==> src/rtl/puck_mover.sv <==
// puck_mover: moves a 4x4 puck around a playfield, one pixel diagonally per step.
// On each step the old puck is erased (16 background pixels), the position is
// updated with saturation at the field edges, and the puck is redrawn (16 pixels).
//
// Ports:
//   clock       system clock, rising edge
//   reset_n     synchronous active-low reset
//   enable      lets the step timer run
//   horizontal  1 = move right, 0 = move left (sampled in MOVE only)
//   vertical    1 = move up,    0 = move down (sampled in MOVE only)
//   x, y        registered puck top-left position
//   plot_x/y    pixel coordinate for the frame-buffer writer
//   colour      pixel colour for the frame-buffer writer
//   plot        write strobe, one pixel per cycle while high
//   busy        high whenever a step is in progress
//   step_done   one-cycle pulse at the end of each step
module puck_mover #(
  parameter int unsigned FIELD_W  = 100,
  parameter int unsigned FIELD_H  = 100,
  parameter int unsigned BOX      = 4,
  parameter int unsigned TICK_DIV = 833333,
  parameter int unsigned START_X  = 48,
  parameter int unsigned START_Y  = 48,
  parameter logic [2:0]  BG_COL   = 3'b000,
  parameter logic [2:0]  PUCK_COL = 3'b111
) (
  input  logic       clock,
  input  logic       reset_n,
  input  logic       enable,
  input  logic       horizontal,
  input  logic       vertical,
  output logic [7:0] x,
  output logic [6:0] y,
  output logic [7:0] plot_x,
  output logic [6:0] plot_y,
  output logic [2:0] colour,
  output logic       plot,
  output logic       busy,
  output logic       step_done
);

  localparam int unsigned CntW   = (TICK_DIV > 1) ? $clog2(TICK_DIV) : 1;
  localparam logic [CntW-1:0] CntMax = CntW'(TICK_DIV - 1);
  localparam logic [7:0] XMax   = 8'(FIELD_W - BOX);
  localparam logic [6:0] YMax   = 7'(FIELD_H - BOX);
  localparam logic [7:0] XStart = 8'(START_X);
  localparam logic [6:0] YStart = 7'(START_Y);

  typedef enum logic [2:0] {StIdle, StErase, StMove, StDraw, StDone} state_e;

  state_e          state_q, state_d;
  logic [CntW-1:0] cnt_q, cnt_d;
  logic [3:0]      idx_q, idx_d;
  logic [7:0]      x_q, x_d;
  logic [6:0]      y_q, y_d;
  logic [7:0]      plot_x_q, plot_x_d;
  logic [6:0]      plot_y_q, plot_y_d;
  logic [2:0]      colour_q, colour_d;
  logic            plot_q, plot_d;
  logic            done_q, done_d;
  logic            tick;

  // Step timer keeps running during a step; ticks seen while busy are dropped.
  always_comb begin
    tick  = enable && (cnt_q == CntMax);
    cnt_d = cnt_q;
    if (enable) begin
      cnt_d = tick ? '0 : cnt_q + CntW'(1);
    end
  end

  always_comb begin
    state_d = state_q;
    idx_d   = idx_q;
    x_d     = x_q;
    y_d     = y_q;
    unique case (state_q)
      StIdle: begin
        if (tick) begin
          state_d = StErase;
          idx_d   = 4'd0;
        end
      end
      StErase: begin
        if (idx_q == 4'd15) state_d = StMove;
        else                idx_d   = idx_q + 4'd1;
      end
      StMove: begin
        state_d = StDraw;
        idx_d   = 4'd0;
        if (horizontal) x_d = (x_q >= XMax) ? XMax : x_q + 8'd1;
        else            x_d = (x_q == 8'd0) ? 8'd0 : x_q - 8'd1;
        if (vertical)   y_d = (y_q == 7'd0) ? 7'd0 : y_q - 7'd1;
        else            y_d = (y_q >= YMax) ? YMax : y_q + 7'd1;
      end
      StDraw: begin
        if (idx_q == 4'd15) state_d = StDone;
        else                idx_d   = idx_q + 4'd1;
      end
      StDone:  state_d = StIdle;
      default: state_d = StIdle;
    endcase
  end

  // Pixel outputs are registered from the next state so they line up with the
  // state they belong to; DRAW uses x_d/y_d so the first pixel sees the new position.
  always_comb begin
    plot_d   = 1'b0;
    done_d   = (state_d == StDone);
    plot_x_d = plot_x_q;
    plot_y_d = plot_y_q;
    colour_d = colour_q;
    if (state_d == StErase || state_d == StDraw) begin
      plot_d   = 1'b1;
      plot_x_d = x_d + {6'd0, idx_d[1:0]};
      plot_y_d = y_d + {5'd0, idx_d[3:2]};
      colour_d = (state_d == StDraw) ? PUCK_COL : BG_COL;
    end
  end

  always_ff @(posedge clock) begin
    if (!reset_n) begin
      state_q  <= StIdle;
      cnt_q    <= '0;
      idx_q    <= 4'd0;
      x_q      <= XStart;
      y_q      <= YStart;
      plot_x_q <= 8'd0;
      plot_y_q <= 7'd0;
      colour_q <= BG_COL;
      plot_q   <= 1'b0;
      done_q   <= 1'b0;
    end else begin
      state_q  <= state_d;
      cnt_q    <= cnt_d;
      idx_q    <= idx_d;
      x_q      <= x_d;
      y_q      <= y_d;
      plot_x_q <= plot_x_d;
      plot_y_q <= plot_y_d;
      colour_q <= colour_d;
      plot_q   <= plot_d;
      done_q   <= done_d;
    end
  end

  assign x         = x_q;
  assign y         = y_q;
  assign plot_x    = plot_x_q;
  assign plot_y    = plot_y_q;
  assign colour    = colour_q;
  assign plot      = plot_q;
  assign step_done = done_q;
  assign busy      = (state_q != StIdle);

endmodule

==> config.mk <==
export PLATFORM = sky130hd
export DESIGN_NAME = puck_mover
export DESIGN_NICKNAME = d
export VERILOG_FILES = /design/src/rtl/puck_mover.sv
export SDC_FILE = /design/constraint.sdc
export NUM_CORES = 1
export LEC_CHECK = 0
export CAP_MARGIN = 20
export CORE_AREA = 2 2 78 95
export CTS_CLUSTER_DIAMETER = 200
export DETAILED_ROUTE_END_ITERATION = 10
export DIE_AREA = 0 0 80 97
export PLACE_DENSITY = 0.76
export SETUP_SLACK_MARGIN = 0.3
export SLEW_MARGIN = 40
export SYNTH_ARGS = -nofsm -noshare
export SYNTH_HDL_FRONTEND = slang
export SYNTH_SLANG_ARGS = --single-unit
==> constraint.sdc <==
create_clock -name clock -period 3.45 [get_ports clock]
set_clock_uncertainty 0.05 [all_clocks]
set_input_delay 1.035 -clock clock [delete_from_list [all_inputs] [get_ports clock]]
set_output_delay 1.035 -clock clock [all_outputs]
set_load 0.02 [all_outputs]
### Word level (Yosys, flattened, before mapping)

Index checks and enable logic that the tools add are counted.

| storage, ports and cells | value |
|---|---|
| output and inout port bits | 36 |
| register bits after elaboration | 62 |
| word-level logic and storage cells | 53 |

| cells by class | value |
|---|---|
| $add $sub $neg | 8 |
| magnitude comparators | 2 |
| reduce and logical (&&, ||, !) cells | 7 |
| equality and inequality tests | 8 |
| muxes and demuxes | 18 |

Operators by type and width:

| kind | count |
|---|---|
| 8-bit two-way mux | 4 |
| 7-bit two-way mux | 4 |
| 20-bit by 1-bit adder with 20-bit output, second input constant | 1 |
| 20-bit equality test, second input constant | 1 |
| 20-bit two-way mux | 1 |
| 3-bit two-way mux | 4 |
| 3-bit case mux with 4 select lines | 1 |
| 4-bit case mux with 3 select lines | 1 |
| 3-bit by 2-bit equality test with 1-bit output, second input constant | 3 |
| 8-bit by 1-bit adder with 8-bit output, second input constant | 1 |
| 8-bit by 2-bit adder with 8-bit output | 1 |
| 8-bit by 7-bit greater-or-equal comparator with 1-bit output, second input constant | 1 |
| 8-bit zero test | 1 |
| 4-bit two-way mux | 2 |
| 8-bit by 1-bit subtractor with 8-bit output, second input constant | 1 |
| 7-bit by 1-bit adder with 7-bit output, second input constant | 1 |
| 7-bit by 2-bit adder with 7-bit output | 1 |
| 7-bit greater-or-equal comparator, second input constant | 1 |
| 7-bit zero test | 1 |
| 7-bit by 1-bit subtractor with 7-bit output, second input constant | 1 |
| 3-bit by 1-bit equality test with 1-bit output, second input constant | 2 |
| 4-bit by 1-bit adder with 4-bit output, second input constant | 1 |
| 4-bit equality test, second input constant | 1 |
| 3-bit equality test, second input constant | 1 |
| 6 further kinds | 6 |

### Depth between registers and ports, before layout

| depth | value |
|---|---|
| word-level depth | 7 |
| depth in mapped cells | 14 |
| depth with buffers taken out | 14 |

### Worst setup path before layout

OpenSTA, ideal clock, no wires.

| timing path | value |
|---|---|
| path type | input to register |
| start | input port enable |
| end | register plot_y_q[6], in the netlist plot_y[6] |
| path slack | 0.043 ns |
| library setup time | 0.079 ns |
| arrival | 3.278 ns |
| buffers on the path | 0 |
| cell stages on the path | 11 |
| cell sequence | and2_1 a311oi_1 or2_2 a31oi_1 nor2_1 ha_1 inv_1 fa_1 nand2b_1 or4_1 o211ai_1 |

RTL lines:

| what | RTL line | RTL |
|---|---|---|
| from (decl) | 29 | `input logic enable,` |
| 1-bit logical AND | 65 | `tick = enable && (cnt_q == CntMax);` |
| 4-bit two-way mux | 79 | `if (tick) begin` |
| 4-bit case mux with 3 select lines | 77 | `unique case (state_q)` |
| named net idx_d[2] | 53 | `logic [3:0] idx_q, idx_d;` |
| 7-bit by 2-bit adder with 7-bit output | 116 | `plot_y_d = y_d + {5'd0, idx_d[3:2]};` |
| to (signal assigned) | 140 | `plot_y_q <= plot_y_d;` |
| to (decl) | 57 | `logic [6:0] plot_y_q, plot_y_d;` |

The timed path passes the listed nets, and every way through them passes these cells.
A chain may end at the register's enable or synchronous reset.

### Final worst setup path

| timing path | value |
|---|---|
| start | input port horizontal |
| end | register plot_x_q[6], in the netlist plot_x[6] |

| between the ends | value |
|---|---|
| cells in the longest elaborated chain, start to end | 3 |

Ends and longest elaborated chain:

| what | RTL line | RTL |
|---|---|---|
| from (decl) | 30 | `input logic horizontal,` |
| 8-bit two-way mux | 91 | `if (horizontal) x_d = (x_q >= XMax) ? XMax : x_q + 8'd1;` |
| 8-bit two-way mux | 77 |  |
| 8-bit by 2-bit adder with 8-bit output | 115 | `plot_x_d = x_d + {6'd0, idx_d[1:0]};` |
| to (signal assigned) | 139 | `plot_x_q <= plot_x_d;` |
| to (decl) | 56 | `logic [7:0] plot_x_q, plot_x_d;` |

Every way passes these cells.

==> qor.txt <==
status -> completed
CTS clk-pin slew, worst paths -> 0.07 ns
CTS tree -> yes
clock network fraction of total power -> 44.3%
Async SR Flop Fraction -> 0%
Tcrit/Tclk final -> 91.4%
top cell type's share of synthesized area -> 34.9%
VDD IR max -> 0.241 mV
number of vias per cell -> 5.84
Most Crowded Layer GR -> met2
die width -> 80 um
Slew Limit Headroom -> 52.1%
DR WL/cell -> 15.1 um
fin crit period -> 3.15 ns
GRT Overall Usage -> 23.0%
commonest non-fill, non-tap cell in the layout -> dfxtp_1
CTS H-tree lvls -> 3
Max-cap violations -> 0
Vias -> 3376
Sink Count -> 60
internal cell power -> 1.05 mW
Die H -> 97 um
Synth area leader -> dfxtp_1
Leakage -> 1.67 nW
top cells by area, synth -> dfxtp_1 35%, nor2_1 4.7%, ha_1 4.4%, nand2_1 3.9%, nand3_1 3.2%
Hold Violations, Final -> 0
HP Class -> reg -> reg
Seq pwr share -> 51.7%
final instance count without filler cells -> 578
main flop type after synthesis -> dfxtp_1
CTS Buf Count -> 9
Post-synth EDFFs -> 0
worst skew pair latency -> 0.34 ns
Seq/Total Area, Yosys -> 34.9%
cts-stage hold buffer count -> 0
Power Density -> 302 mW/mm2
met1 Use GR -> 28.1%
crit path launch type -> primary input
P&R area growth vs syn -> 29.6%
Cell variety after synth -> 68
Psw -> 0.303 mW
DRT antenna net count -> 0
Mapped Nets -> 438
Synthesis Warnings -> 0
final setup violation count -> 0
drt initial violations -> 232
DP Cell Count -> 558
Least-Margin Pin Slew -> 0.718 ns
initial antenna violation count -> 0
Core Region -> 0.00677 mm2
total die area -> 0.00776 mm2
# rows -> 33
Pins Over Slew Limit -> 0
flops & latches, synth -> 60
Avg Inst Size Synth -> 8.21 um2
combinational fraction of design power -> 4.0%
critical path data required time -> 3.67 ns
DRC viols -> 0
final WL -> 8730 um
Pre-antenna DRT Iters -> 5
Antenna Cells -> 0
CP endpoint kind -> register
max frequency -> 0.317 GHz
footprint of the multi-input gates -> 0.00222 mm2
Arrival @ worst endpoint -> 3.37 ns
Initial Util -> 50.8%
most frequent cells in the layout -> 59 x dfxtp_1, 42 x nor2_1, 38 x clkdlybuf4s50_1, 38 x buf_4, 36 x nand2_1
largest net degree at the start of global routing -> 24
Mapped Area -> 0.00344 mm2
port bufs -> 40
CTS Root Cell -> clkbuf_8
Reg area -> 0.00120 mm2
Setup CP Type -> in -> reg
share of cells above drive strength 1 -> 19.1%
post-DP HPWL -> 6210 um
Sw Ratio -> 22.5%
unrepaired setup endpoints after global routing -> no
GRT overflow -> 0
gate count of the mapped netlist -> 419
Placer Congestion -> 0.896
Final nets -> 505
Power, Total -> 1.35 mW
first-pass GRT wire length -> 14300 um
Worst Path Max Fanout -> 7
Max Root-Sink Buffers -> 2
Filler cells -> 585
M3 GR Usage -> 2.89%
IO Count -> 41
vias in the first global route -> 3167
met2 Track Usage GR -> 38.2%
stage by stage:
step                cell area (um2)  utilization (%)  TNS (ns)  hold WS, ns  setup WS [ns]
floorplan                      3460                -         0        0.420          0.215
global placement               4130             61.0    -0.582        0.395         -0.170
detailed placement             4130             61.0    -0.911        0.404         -0.216
CTS                            4340             64.1         0        0.414          0.312
global route                   4460             65.9         0        0.431          0.257
finish                         4460             65.9         0        0.406          0.297
state kept, by name, indices dropped and copies added, names as in the netlist:
register   count
cnt_q         20
colour         1
idx_q          4
plot           1
plot_x         8
plot_y         7
state_q        3
step_done      1
x              8
y              7
cells in the mapped netlist (2+ instances only):
library cell,n
dfxtp_1,60
nor2_1,43
nand2_1,36
nand3_1,22
a21oi_1,21
inv_1,15
clkbuf_1,14
o21ai_0,14
ha_1,12
nor3_1,11
and2_1,10
xor2_1,10
xnor2_1,9
nand2b_1,8
a31oi_1,7
nand4_1,7
or3_1,7
a21o_1,6
and3_1,6
a211oi_1,5
buf_2,5
nor3b_1,5
or4_1,5
a221o_1,4
a311oi_1,4
a31o_2,4
nor2b_1,4
o211ai_1,4
a22o_1,3
nor4_1,3
nor4b_1,3
o41ai_1,3
or2_2,3
a22oi_1,2
a32oi_1,2
a41oi_1,2
and4_1,2
buf_4,2
fa_1,2
o2111ai_1,2
o21a_1,2
o31ai_1,2
or2_0,2
or4b_1,2
cell families (layout without fill, tap and decap cells):
group | Yosys count | in the layout | synth area share [%]
simple gates | 189 | 189 | 29.5
compound gates | 99 | 99 | 20.6
flops | 60 | 60 | 34.9
buf+inv | 38 | 110 | 4.55
xor+xnor | 19 | 19 | 4.84
fa+ha+maj | 14 | 14 | 5.53
power by group through the flow:
stage	Combinational [mW]	Clock, mW	Sequential, mW
2_1_floorplan	0.0255	0	0.711
3_3_place_gp	0.0506	0	0.712
3_5_place_dp	0.0512	0	0.712
4_1_cts	0.0512	0.606	0.696
5_1_grt	0.0577	0.638	0.696
6_report	0.0537	0.598	0.696
metal layers:
layer | wire (um) | part of all wire [%]
met1 | 3660 | 42
met2 | 4440 | 51
met3 | 376 | 4.3
met4 | 257 | 2.9
met5 | 0 | 0
path summary, 6_finish.rpt:
| check | startpoint | endpoint | slack (ns) | cells past startpoint |
|---|---|---|---|---|
| setup / recovery | horizontal | plot_x[6] | 0.30 | 8 |
| hold / removal | plot_y[2] | plot_y[2] | 0.41 | 2 |
| setup reg to reg | y[1] | plot_y[5] | 0.45 | 14 |
| hold reg to reg | plot_y[2] | plot_y[2] | 0.41 | 2 |
worst max-delay path, cell delays in order:
cell and delay, ns:
clkdlybuf4s50_1 0.48, buf_4 0.16, nor2b_1 0.27, nand2_1 0.11, o22ai_1 0.28, a22oi_1 0.29
or4_1 0.57, o211ai_1 0.17
timing repair:
item,CTS,global route
setup buffers,1,3
resized for setup,9,23
pin swaps,6,9
setup endpoints to repair,7,9
cloned,0,0
final cells by class:
cell class,instances,share of cell area [%]
clock buffers,11,2.95
clock inverters,5,1.18
inverters,16,1.35
multi-input cells,321,49.8
flip-flops and latches,60,27.0
well taps,87,2.44
repair buffers,78,15.3
No activity file was read; power rests on OpenSTA's default activity.
==> RTL edit, RTL diff (same flow settings) <==
Set the parameter `TICK_DIV` to 416666 (it was 833333).
--- a/src/rtl/puck_mover.sv
+++ b/src/rtl/puck_mover.sv
@@ -18,7 +18,7 @@
   parameter int unsigned FIELD_W  = 100,
   parameter int unsigned FIELD_H  = 100,
   parameter int unsigned BOX      = 4,
-  parameter int unsigned TICK_DIV = 833333,
+  parameter int unsigned TICK_DIV = 416666,
   parameter int unsigned START_X  = 48,
   parameter int unsigned START_Y  = 48,
   parameter logic [2:0]  BG_COL   = 3'b000,
Check against the original RTL: no difference found for any inputs over 10 cycles, from zero or initial values and one cycle with reset_n low; that may be too few to reach the edited logic, so the function may still have changed.
==> RTL edit against the unedited design <==
Via count decreased by 8.6%; synthesized area decreased by 5.2%; sequential cell count decreased by 1; global-route usage decreased by 1.2 points; worst setup slack improved by 0.13 ns; highest routed layer unchanged; count of clock-buffer cells in the layout unchanged; fmax increased by 4.2%; largest cell class unchanged; critical path depth increased by 4; cell area decreased by 7.3%; total power decreased by 2.0%; critical endpoint is now plot_x[7]; wire length decreased by 5.4%; sequential power decreased by 2%.
==> RTL edit: results (changes against the unedited design) <==
Buffers excl. clock 68 (-13%); Vias 3086 (-8.6%); Synthesized Nets 413 (-5.7%); vias in the first global route 2883 (-9.0%); placed insts 529 (-5.2%); non-clk buf share 14.8% (-0.58 points); RR Startpoint x[1]; DR vias/cell 5.64 (-3.4%); outcome finished, final reports clean; design area 4140 sq um (-7.3%); Pwr Total 0.00132 W (-2.0%); total clock network power 0.000591 W (-1%); WHS 0.441 ns (+0.0350 ns); Hold Path Sink plot_y[5]; peak per-stage delay on the critical path 0.49 ns (-0.08 ns); dpl cell area 3900 sq um (-5.6%); Total GRT Usage 21.7% (-1.2 points); Met3 Routed Length 432 um (+15%); top sig layer met4; post-cts sizing count 4 (-5); crit path max fanout 8 (+1); VDD IR max 0.000175 V (-27%); Hold Startpoint plot_y[5]; global-route wire length before repair 13400 um (-6.4%); FF-to-FF End plot_x[7]; dpl ws -0.271 ns (-0.0547 ns); R2R cell count 12 (-2); Leak 1.60 nW (-3.7%); Worst Path Arrival 3.25 ns (-0.12 ns); fraction of area in multi-input gates 47.7% (-2.0 points); Met2 Routed Length 4130 um (-6.8%); Signal inverters 19 (+3); Worst Max-Slew Pin Slew 0.570 ns (-0.149 ns); FFs & Latches 59 (-1.7%); P_sw 0.000319 W (+5.3%); M1 wire length 3630 um (-0.85%); Initial DRC Count 158 (-32%); # nets final 474 (-6.1%); hpwl dp 5860 um (-5.6%); r2r setup slk 0.42 ns (-0.03 ns); routability cong. 0.939 (+4.9%); Worst path slowest cell or4_4; Synth area leaders dfxtp_1, nor2_1, ha_1; hold depth 2 (unchanged); max reg flops 19 (-5.0%); CLK BUF 11 (unchanged); Comb pwr share 3.4% (-0.6 points); drt first pass iters 4 (-1); synth unique cells 60 (-12%); multi-input gates 298 (-7.2%); setup bufs post-CTS 2 (+1); FILL cells 618 (+5.6%); yosys warns 0 (unchanged); largest net degree at the start of global routing 25 (+4.2%); register area share after synthesis 36.2% (+1.3 points); Synth top cells by count dfxtp_1, nor2_1, nand2_1; sequential share of cell area 28.6% (+1.6 points)
==> RTL edit: cell families (layout without fill, tap and decap cells) <==
family                   after synthesis  in the layout  synth area share, %
AO/OA/AOI/OAI                         95             95                 18.6
buffers and inverters                 37            103                 4.83
adder cells (fa/ha/maj)               14             14                 5.83
XOR/XNOR                              25             25                 6.71
multiplexers                           7              7                 2.19
flip-flops                            59             59                 36.2
AND/OR/NAND/NOR                      157            157                 25.6
==> RTL edit: worst max-delay path by stage <==
stage                      start   endpoint  slack, ns
after floorplan           enable  plot_x[7]       0.31
after global placement    enable  plot_x[6]      -0.17
after detailed placement  enable  plot_x[6]      -0.27
after CTS                   x[1]  plot_x[7]       0.34
after global routing        x[1]  plot_x[7]       0.27
final                       x[1]  plot_x[7]       0.42
==> RTL edit: routing by layer <==
metal  vias to the layer above  global-route usage (%)
li1                       1537                       -
met1                      1454                    27.4
met2                        88                    36.0
met3                         7                    6.72
met4                         0                    5.22
met5                         -                       0
